[config.mk]
export PLATFORM = sky130hd
export DESIGN_NAME = stream_enable_ctrl
export DESIGN_NICKNAME = d
export VERILOG_FILES = /design/src/rtl/sncntx_pkg.sv /design/src/rtl/en_tag_pipe.sv /design/src/rtl/stream_enable_ctrl.sv
export SDC_FILE = /design/constraint.sdc
export NUM_CORES = 1
export LEC_CHECK = 0
export BUFFER_PORTS_ARGS = -buffer_cell sky130_fd_sc_hd__clkbuf_2
export CORE_MARGIN = 1
export CORE_UTILIZATION = 40
export CTS_BUF_LIST = sky130_fd_sc_hd__clkbuf_4 sky130_fd_sc_hd__clkbuf_8
export CTS_CLUSTER_SIZE = 24
export DETAILED_ROUTE_END_ITERATION = 12
export GPL_ROUTABILITY_DRIVEN = 0
export PLACE_DENSITY_LB_ADDON = 0.1
export SLEW_MARGIN = 0
export SYNTH_ARGS = -nofsm -noshare
export SYNTH_HDL_FRONTEND = slang
export SYNTH_HIERARCHICAL = 1
export SYNTH_SLANG_ARGS = --single-unit
export TNS_END_PERCENT = 1
[constraint.sdc]
create_clock -name CLK_in -period 1.8 [get_ports CLK_in]
set_input_delay 0.18 -clock CLK_in [delete_from_list [all_inputs] [get_ports CLK_in]]
set_output_delay 0.18 -clock CLK_in [all_outputs]
set_load 0.03 [all_outputs]
[src/rtl/sncntx_pkg.sv]
// rtl/sncntx_pkg.sv - shared types for the stream-to-enable adapter
//
// Purpose : tag carried alongside the enable-gated pixel pipeline and
//           the adapter FSM state encoding.
// Contents: tag_t      packed {valid, last, user}
//           state_t    RUN / PAD
//           TAG_NONE   empty tag (pad beats, cleared stages)
//           make_tag() builds a tag from its three fields
package sncntx_pkg;

  typedef struct packed {
    logic valid;
    logic last;
    logic user;
  } tag_t;

  typedef enum logic {
    RUN = 1'b0,
    PAD = 1'b1
  } state_t;

  localparam tag_t TAG_NONE = '0;

  function automatic tag_t make_tag(input logic valid, input logic last, input logic user);
    tag_t t;
    t.valid = valid;
    t.last  = last;
    t.user  = user;
    return t;
  endfunction

endpackage

[src/rtl/en_tag_pipe.sv]
// rtl/en_tag_pipe.sv - enable-gated shift register of pipeline tags
//
// Purpose : mirrors the external pixel pipeline one stage per CLK_en so
//           the tag leaving the last stage lines up with pipe_q.
// Ports   : CLK_in   clock
//           RSTn_in  asynchronous active-low clear of every stage
//           CLK_en   advance strobe (same one the pixel pipeline uses)
//           tag_d    tag entering stage 0
//           tag_q    tag held in the last stage
module en_tag_pipe
  import sncntx_pkg::*;
#(
  parameter int LATENCY = 4
) (
  input  logic CLK_in,
  input  logic RSTn_in,
  input  logic CLK_en,
  input  tag_t tag_d,
  output tag_t tag_q
);

  tag_t stages [LATENCY];

  always_ff @(posedge CLK_in or negedge RSTn_in) begin
    if (!RSTn_in) begin
      for (int i = 0; i < LATENCY; i++) begin
        stages[i] <= TAG_NONE;
      end
    end else if (CLK_en) begin
      stages[0] <= tag_d;
      for (int i = 1; i < LATENCY; i++) begin
        stages[i] <= stages[i-1];
      end
    end
  end

  assign tag_q = stages[LATENCY-1];

endmodule

[src/rtl/stream_enable_ctrl.sv]
// rtl/stream_enable_ctrl.sv - valid/ready stream to pipeline enable adapter
//
// Purpose : drives the single CLK_en of an enable-gated delay pipeline
//           from a valid/ready pixel stream, re-emits the pipeline output
//           as a valid/ready stream, and injects PAD_BEATS padding beats
//           after every end-of-line so the last real pixels drain out.
// Ports   : CLK_in, RSTn_in        clock, asynchronous active-low reset
//           s_valid/s_ready        input handshake
//           s_data/s_last/s_user   input pixel, end-of-line, start-of-frame
//           CLK_en                 advance strobe for every pipeline stage
//           pipe_d                 pixel into pipeline stage 0
//           pipe_q                 pixel out of the last pipeline stage
//           m_valid/m_ready        output handshake
//           m_data/m_last/m_user   output pixel and tags aligned to it
module stream_enable_ctrl
  import sncntx_pkg::*;
#(
  parameter int               WIDTH     = 8,
  parameter int               LATENCY   = 4,
  parameter int               PAD_BEATS = 4,
  parameter logic [WIDTH-1:0] PAD_VALUE = '0
) (
  input  logic             CLK_in,
  input  logic             RSTn_in,
  input  logic             s_valid,
  output logic             s_ready,
  input  logic [WIDTH-1:0] s_data,
  input  logic             s_last,
  input  logic             s_user,
  output logic             CLK_en,
  output logic [WIDTH-1:0] pipe_d,
  input  logic [WIDTH-1:0] pipe_q,
  output logic             m_valid,
  input  logic             m_ready,
  output logic [WIDTH-1:0] m_data,
  output logic             m_last,
  output logic             m_user
);

  // Counter must hold 0..PAD_BEATS-1; keep at least one bit when padding is off.
  localparam int             CNT_W    = (PAD_BEATS > 0) ? $clog2(PAD_BEATS + 1) : 1;
  localparam bit             PAD_EN   = (PAD_BEATS > 0);
  localparam logic [CNT_W-1:0] PAD_LAST = CNT_W'((PAD_BEATS > 0) ? PAD_BEATS - 1 : 0);

  state_t           state_q, state_d;
  logic [CNT_W-1:0] pad_cnt_q, pad_cnt_d;
  logic             taken_q;
  tag_t             tag_in;
  tag_t             tail;
  logic             free;
  logic             en_raw;
  logic             s_ready_raw;

  // Output slot is free when nothing is presented or it leaves this cycle.
  assign free = !m_valid | m_ready;

  always_comb begin
    state_d     = state_q;
    pad_cnt_d   = pad_cnt_q;
    s_ready_raw = 1'b0;
    en_raw      = 1'b0;
    pipe_d      = s_data;
    tag_in      = TAG_NONE;

    case (state_q)
      RUN: begin
        s_ready_raw = free;
        en_raw      = s_valid & free;
        tag_in      = make_tag(1'b1, s_last, s_user);
        if (en_raw && s_last && PAD_EN) begin
          state_d   = PAD;
          pad_cnt_d = '0;
        end
      end

      PAD: begin
        // Pad beats advance whenever the output can move; no input needed.
        en_raw = free;
        pipe_d = PAD_VALUE;
        if (en_raw) begin
          if (pad_cnt_q == PAD_LAST) begin
            state_d   = RUN;
            pad_cnt_d = '0;
          end else begin
            pad_cnt_d = pad_cnt_q + CNT_W'(1);
          end
        end
      end

      default: begin
        state_d   = RUN;
        pad_cnt_d = '0;
      end
    endcase
  end

  // Reset forces the handshake outputs low immediately, not at the next edge.
  assign s_ready = s_ready_raw & RSTn_in;
  assign CLK_en  = en_raw & RSTn_in;

  always_ff @(posedge CLK_in or negedge RSTn_in) begin
    if (!RSTn_in) begin
      state_q   <= RUN;
      pad_cnt_q <= '0;
    end else begin
      state_q   <= state_d;
      pad_cnt_q <= pad_cnt_d;
    end
  end

  // taken marks a tail beat already handed downstream while the pipeline is
  // held; the next advance replaces the tail and re-arms the output.
  always_ff @(posedge CLK_in or negedge RSTn_in) begin
    if (!RSTn_in) begin
      taken_q <= 1'b0;
    end else if (CLK_en) begin
      taken_q <= 1'b0;
    end else if (m_valid && m_ready) begin
      taken_q <= 1'b1;
    end
  end

  en_tag_pipe #(
    .LATENCY (LATENCY)
  ) u_tag_pipe (
    .CLK_in  (CLK_in),
    .RSTn_in (RSTn_in),
    .CLK_en  (CLK_en),
    .tag_d   (tag_in),
    .tag_q   (tail)
  );

  assign m_valid = tail.valid & !taken_q;
  assign m_last  = tail.last & m_valid;
  assign m_user  = tail.user & m_valid;
  assign m_data  = pipe_q;

endmodule

# ---- Word-level counts from Yosys, hierarchy flattened
# Cells that the tools add are included.
dict set report totals {
  ramBits 0
  latch_bits 0
  rom_bits 0
  out_inout_bits 21
  regBits 17
  n_memories 0
}
dict set report classes {
  div 0
  muxes 14
  bitwise 8
  eq_ne 3
  multipliers 0
  n_reduce_logical 6
  shift 0
  order_cmp 0
  addsub 1
}
# cell count
set op_table {}
lappend op_table {{$mux W3} 4}
lappend op_table {{$mux W8} 1}
lappend op_table {{$and A1 B1 Y1} 6}
lappend op_table {{$mux W1} 6}
lappend op_table {{$pmux W3 S2} 1}
lappend op_table {{$pmux W1 S2} 2}
lappend op_table {{$add A3 B1 Y3 const B} 1}
lappend op_table {{$eq A3 B2 Y1 const B} 1}
lappend op_table {{$logic_and A1 B1 Y1} 2}
lappend op_table {{$logic_not A1 Y1} 2}
lappend op_table {{$ne A2 B1 Y1 const B} 1}
lappend op_table {{$ne A2 B2 Y1 const B} 1}
lappend op_table {{$reduce_and A2 Y1} 1}
lappend op_table {{$reduce_bool A2 Y1} 1}
lappend op_table {{$not A1 Y1} 1}
lappend op_table {{$or A1 B1 Y1} 1}

# ---- Depth between registers and ports, before layout
dict set report logic_depth {
  word_depth 8
  mapped_depth 5
  ltp_nobuf 4
}

# ---- Modules after synthesis
# Netlist, hierarchy kept.
# module area_each_um2 instances cells_each
set by_module_without_submodules {}
lappend by_module_without_submodules {en_tag_pipe 506.7 1 28}
lappend by_module_without_submodules {stream_enable_ctrl 404.1 1 47}

# ---- Worst setup path after synthesis
# OpenSTA, ideal clock, no wires.
dict set report synth_path {
  path_kind {register to register}
  from {register u_tag_pipe.stages (netlist bit u_tag_pipe/tag_q[2])}
  to {register u_tag_pipe/stages[10] (netlist name)}
  t_arrival_ns 1.755
  path_slack_ns -0.080
  t_required_ns 1.675
  synth_period_minus_slack_ns 1.880
  stages_incl_launch_ff 6
  path_buffers 2
  path_cell_list {dfrtp_1 -> buf_4 -> nor3b_1 -> nor2_1 -> buf_6 -> mux2_4}
}
dict set report synth_via {
  elab_chain_len 6
}
# item line_no
set synth_lines {}
lappend synth_lines {{start, declared} en_tag_pipe.sv:22} ;# tag_t stages [LATENCY];
lappend synth_lines {{start signal, assigned by index} en_tag_pipe.sv:32} ;# stages[i] <= stages[i-1];
lappend synth_lines {{$and A1 B1 Y1 *} stream_enable_ctrl.sv:133} ;# assign m_valid = tail.valid & !taken_q;
lappend synth_lines {{$logic_not A1 Y1 *} stream_enable_ctrl.sv:55} ;# assign free = !m_valid | m_ready;
lappend synth_lines {{$or A1 B1 Y1 *} stream_enable_ctrl.sv:55}
lappend synth_lines {{$and A1 B1 Y1} stream_enable_ctrl.sv:68} ;# en_raw = s_valid & free;
lappend synth_lines {{$pmux W1 S2 *} stream_enable_ctrl.sv:65} ;# case (state_q)
lappend synth_lines {{$and A1 B1 Y1 *} stream_enable_ctrl.sv:99} ;# assign CLK_en = en_raw & RSTn_in;
lappend synth_lines {{via CLK_en} stream_enable_ctrl.sv:30} ;# output logic CLK_en,
# The timed path passes the listed nets; every way through them passes the cells marked *.
# A chain may end at the register's enable or synchronous reset.

# ---- Worst setup path in the final report
dict set report layout_path {
  from {register taken_q}
  to {output s_ready}
}
dict set report layout_via {
  elab_chain_len 6
}
# item line_no
set layout_lines {}
lappend layout_lines {{start, declared} stream_enable_ctrl.sv:47} ;# logic taken_q;
lappend layout_lines {{start signal, assigned} stream_enable_ctrl.sv:115} ;# taken_q <= 1'b0;
lappend layout_lines {{start signal, assigned} stream_enable_ctrl.sv:117} ;# taken_q <= 1'b0;
lappend layout_lines {{start signal, assigned} stream_enable_ctrl.sv:119} ;# taken_q <= 1'b1;
lappend layout_lines {{$logic_not A1 Y1} stream_enable_ctrl.sv:133}
lappend layout_lines {{$and A1 B1 Y1} stream_enable_ctrl.sv:133}
lappend layout_lines {{$logic_not A1 Y1} stream_enable_ctrl.sv:55}
lappend layout_lines {{$or A1 B1 Y1} stream_enable_ctrl.sv:55}
lappend layout_lines {{$mux W1} stream_enable_ctrl.sv:65}
lappend layout_lines {{$and A1 B1 Y1} stream_enable_ctrl.sv:98} ;# assign s_ready = s_ready_raw & RSTn_in;
lappend layout_lines {{end, declared} stream_enable_ctrl.sv:26} ;# output logic s_ready,
# Every way passes these cells.

==> key figures <==
Route
  • Initial DRC Count: 10
  • Detailed-route via count: 613
  • Drt pass-1 iters: 4
  • Residual DRC count: 0
  • Detailed-route wire length per cell: 11.66 µm
  • Drt via density: about 4.8
  • Detailed Route WL: 1504 µm
  • Antenna-violating nets left: 0

Timing
  • Worst-Margin Slew: 452.3 ps
  • Setup TNS: 0 ps
  • Final setup vio count: 0
  • Clk_skew: 2.594 ps
  • Fmax: 585.5 MHz
  • Period utilisation layout: 0.9489
  • Hold Slack: 170.3 ps
  • Final Critical Period: ~1700 ps
  • Fin. max-slew vios: 0
  • Slew margin rel.: 0.6953
  • Unrepaired setup endpoints after global routing: false
  • Final hold vios: 0

Critical path
  • Data required, critical path: 1620 ps
  • Crit path arrival time: 1530 ps
  • Crit Path Max Fanout: 5
  • CP Launch Type: register
  • CP Capture Type: primary output
  • Kind of critical path: reg -> out

Layout
  • Area of the multi-input gates: 392.9 µm²
  • # fillers: 192
  • Register area: 425.4 µm²
  • Fraction of layout cells with a size suffix above 1: 0.5294
  • Area Overhead vs Synth: 20.19%
  • Layout Nets: 126
  • # diodes: 0
  • Core Util, Final: 0.5362

Floorplan
  • Num rows: 16
  • Top-level I/O count: 43
  • Die H: 49.72 µm
  • Die Span X: 49.72 µm
  • Core area: 0.002042 mm²
  • DIE AREA: 0.002472 mm²
  • Initial core utilization: 0.4461

Clock network
  • Worst-path clk slew: ~100 ps
  • Clock root cell: clkbuf_4
  • Worst-Skew Late Latency: between 200 and 300 ps
  • CTS H-tree depth: 1
  • Clock Path Buffers: 2
  • TritonCTS clock tree: yes
  • CTS sink count: 17
  • Cts bufs inserted: 3

Synthesis
  • Post-synthesis sequential area ratio: 0.4670
  • Yosys warns: 6
  • Mapped Nets: 98
  • Yosys cell types: 21
  • Synthesized cell area: 910.9 µm²
  • Seq cells post-synth: 17
  • Mapped Cells: 75
  • Syn Area/Cell: about 12 µm²

Power
  • Peak VDD IR: 0.0007589 V
  • PwrDens: 1626 mW/mm²
  • Leak pwr: 0.0005736 µW

Global routing
  • Total congestion overflow: 0
  • Number of global-route vias before repair: 557
  • First-pass GRT wire length: 2587 µm
  • Largest net degree at the start of global routing: 19
  • Tot GR Track Use: 0.1385
  • Initial antenna violation count: 0

Run
  • Max Cap Violations: 0

Placement
  • Final HPWL DP: about 1100 µm
  • PortBufs: 26

Min path
  • Hold WC Path Type: in -> reg

Run status
  • Outcome: finished clean
logic make-up (layout without fill, tap and decap cells):
logic type,after synthesis,count (layout),share of synthesized area
AOI/OAI and AO/OA,10,10,0.07830
adders and majority gates,1,1,0.01373
buffers and inverters,15,42,0.1154
DFF,17,17,0.4670
muxes,12,12,0.1896
and+or+nand+nor,20,20,0.1360
worst paths after layout:
kind                                                    end  slack, ps                            start  cells after the start
max                                                 s_ready         90              taken_q$_DFFE_PN0P_                      3
min                                       state_q$_DFF_PN0_        170                          s_valid                      3
min in group asynchronous   u_tag_pipe/tag_q[2]$_DFFE_PN0P_        390                          RSTn_in                      3
min reg2reg                 u_tag_pipe/tag_q[0]$_DFFE_PN0P_        510  u_tag_pipe/tag_q[0]$_DFFE_PN0P_                      1
max reg2reg                 u_tag_pipe/tag_q[2]$_DFFE_PN0P_        300                state_q$_DFF_PN0_                      4
max in group asynchronous  u_tag_pipe/stages[6]$_DFFE_PN0P_       1220                          RSTn_in                      3
cells in the mapped netlist:
master	instances	area [µm²]
nand2_1	2	7.510
or3b_4	1	11.26
a32o_1	2	20.02
mux2_4	10	150.1
mux2_2	2	22.52
and3_1	1	6.260
o21ai_0	2	10.01
and2_1	3	18.77
clkbuf_1	1	3.750
buf_6	1	11.26
a21o_1	2	15.01
o31ai_1	1	7.510
nor2b_1	11	68.82
nor2_1	1	3.750
dfrtp_1	17	425.4
inv_1	2	7.510
a31o_1	1	8.760
buf_4	11	82.58
a21oi_1	2	10.01
ha_1	1	12.51
nor3b_1	1	7.510
repair_timing:
| action | 4_1_cts | 5_1_grt |
|---|---|---|
| hold endpoints to repair | 17 | 0 |
| buffers inserted | 0 | 6 |
| hold buffers | 1 | 0 |
| pin swaps | 0 | 1 |
| gates resized for setup | 2 | 0 |
| setup endpoints to repair | 1 | 1 |
worst max-delay path, stage by stage, from the launching register on:
cell and delay (ps):
dfrtp_1 430, or3b_4 440, and3_1 190, clkbuf_2 170
layer usage:
layer  GRT usage  vias up  part of all wire
li1            -      299                 -
met1      0.1879      291              0.51
met2      0.2140       21              0.43
met3     0.04938        2             0.052
met4     0.02381        0            0.0033
met5           0        -                 0
layout by cell type (no fill, tap or decap), drive strengths merged:
master	count
clkbuf	29
dfrtp	17
mux2	12
nor2b	11
buf	9
and2	3
inv	2
o21ai	2
nand2	2
a21oi	2
a21o	2
a32o	2
nor3b	1
nor2	1
or3b	1
and3	1
a31o	1
o31ai	1
ha	1
clkinv	1
dlygate4sd3	1
power breakdown:
| group | leakage [µW] | switching (µW) | internal, µW | total [µW] |
|---|---|---|---|---|
| clock network | 0.0000177 | 120 | 82.5 | 202 |
| registers | 0.000214 | 93.5 | 550 | 643 |
| logic | 0.000342 | 461 | 473 | 934 |
| total | 0.000574 | 675 | 1110 | 1780 |
flip-flops by register name, indices dropped and copies added, names as in the netlist:
register,cells
u_tag_pipe/stages,9
pad_cnt_q,3
u_tag_pipe/tag_q,3
state_q,1
taken_q,1
stage by stage:
| step | cells | worst slack (ps) | power [µW] | instance area (µm²) |
|---|---|---|---|---|
| 3_3_place_gp | 118 | 119.6 | 1519 | 1002 |
| 4_1_cts | 123 | 27.14 | 1760 | 1050 |
| 6_report | 129 | 91.92 | 1780 | 1095 |
| 3_5_place_dp | 118 | 94.43 | 1538 | 1002 |
| 5_1_grt | 129 | 20.68 | 1919 | 1095 |
| 2_1_floorplan | 75 | 123.0 | 1390 | 913.4 |
area by class of cell:
type                       count  share of cell area
clock buffer                   3             0.02057
tap                           27             0.03086
sequential                    17              0.3886
multi-input combinational     43              0.3589
inverter                       2            0.006857
timing repair buffer          36              0.1897
clock inverter                 1            0.004571
Power figures use the tool's default switching activity.
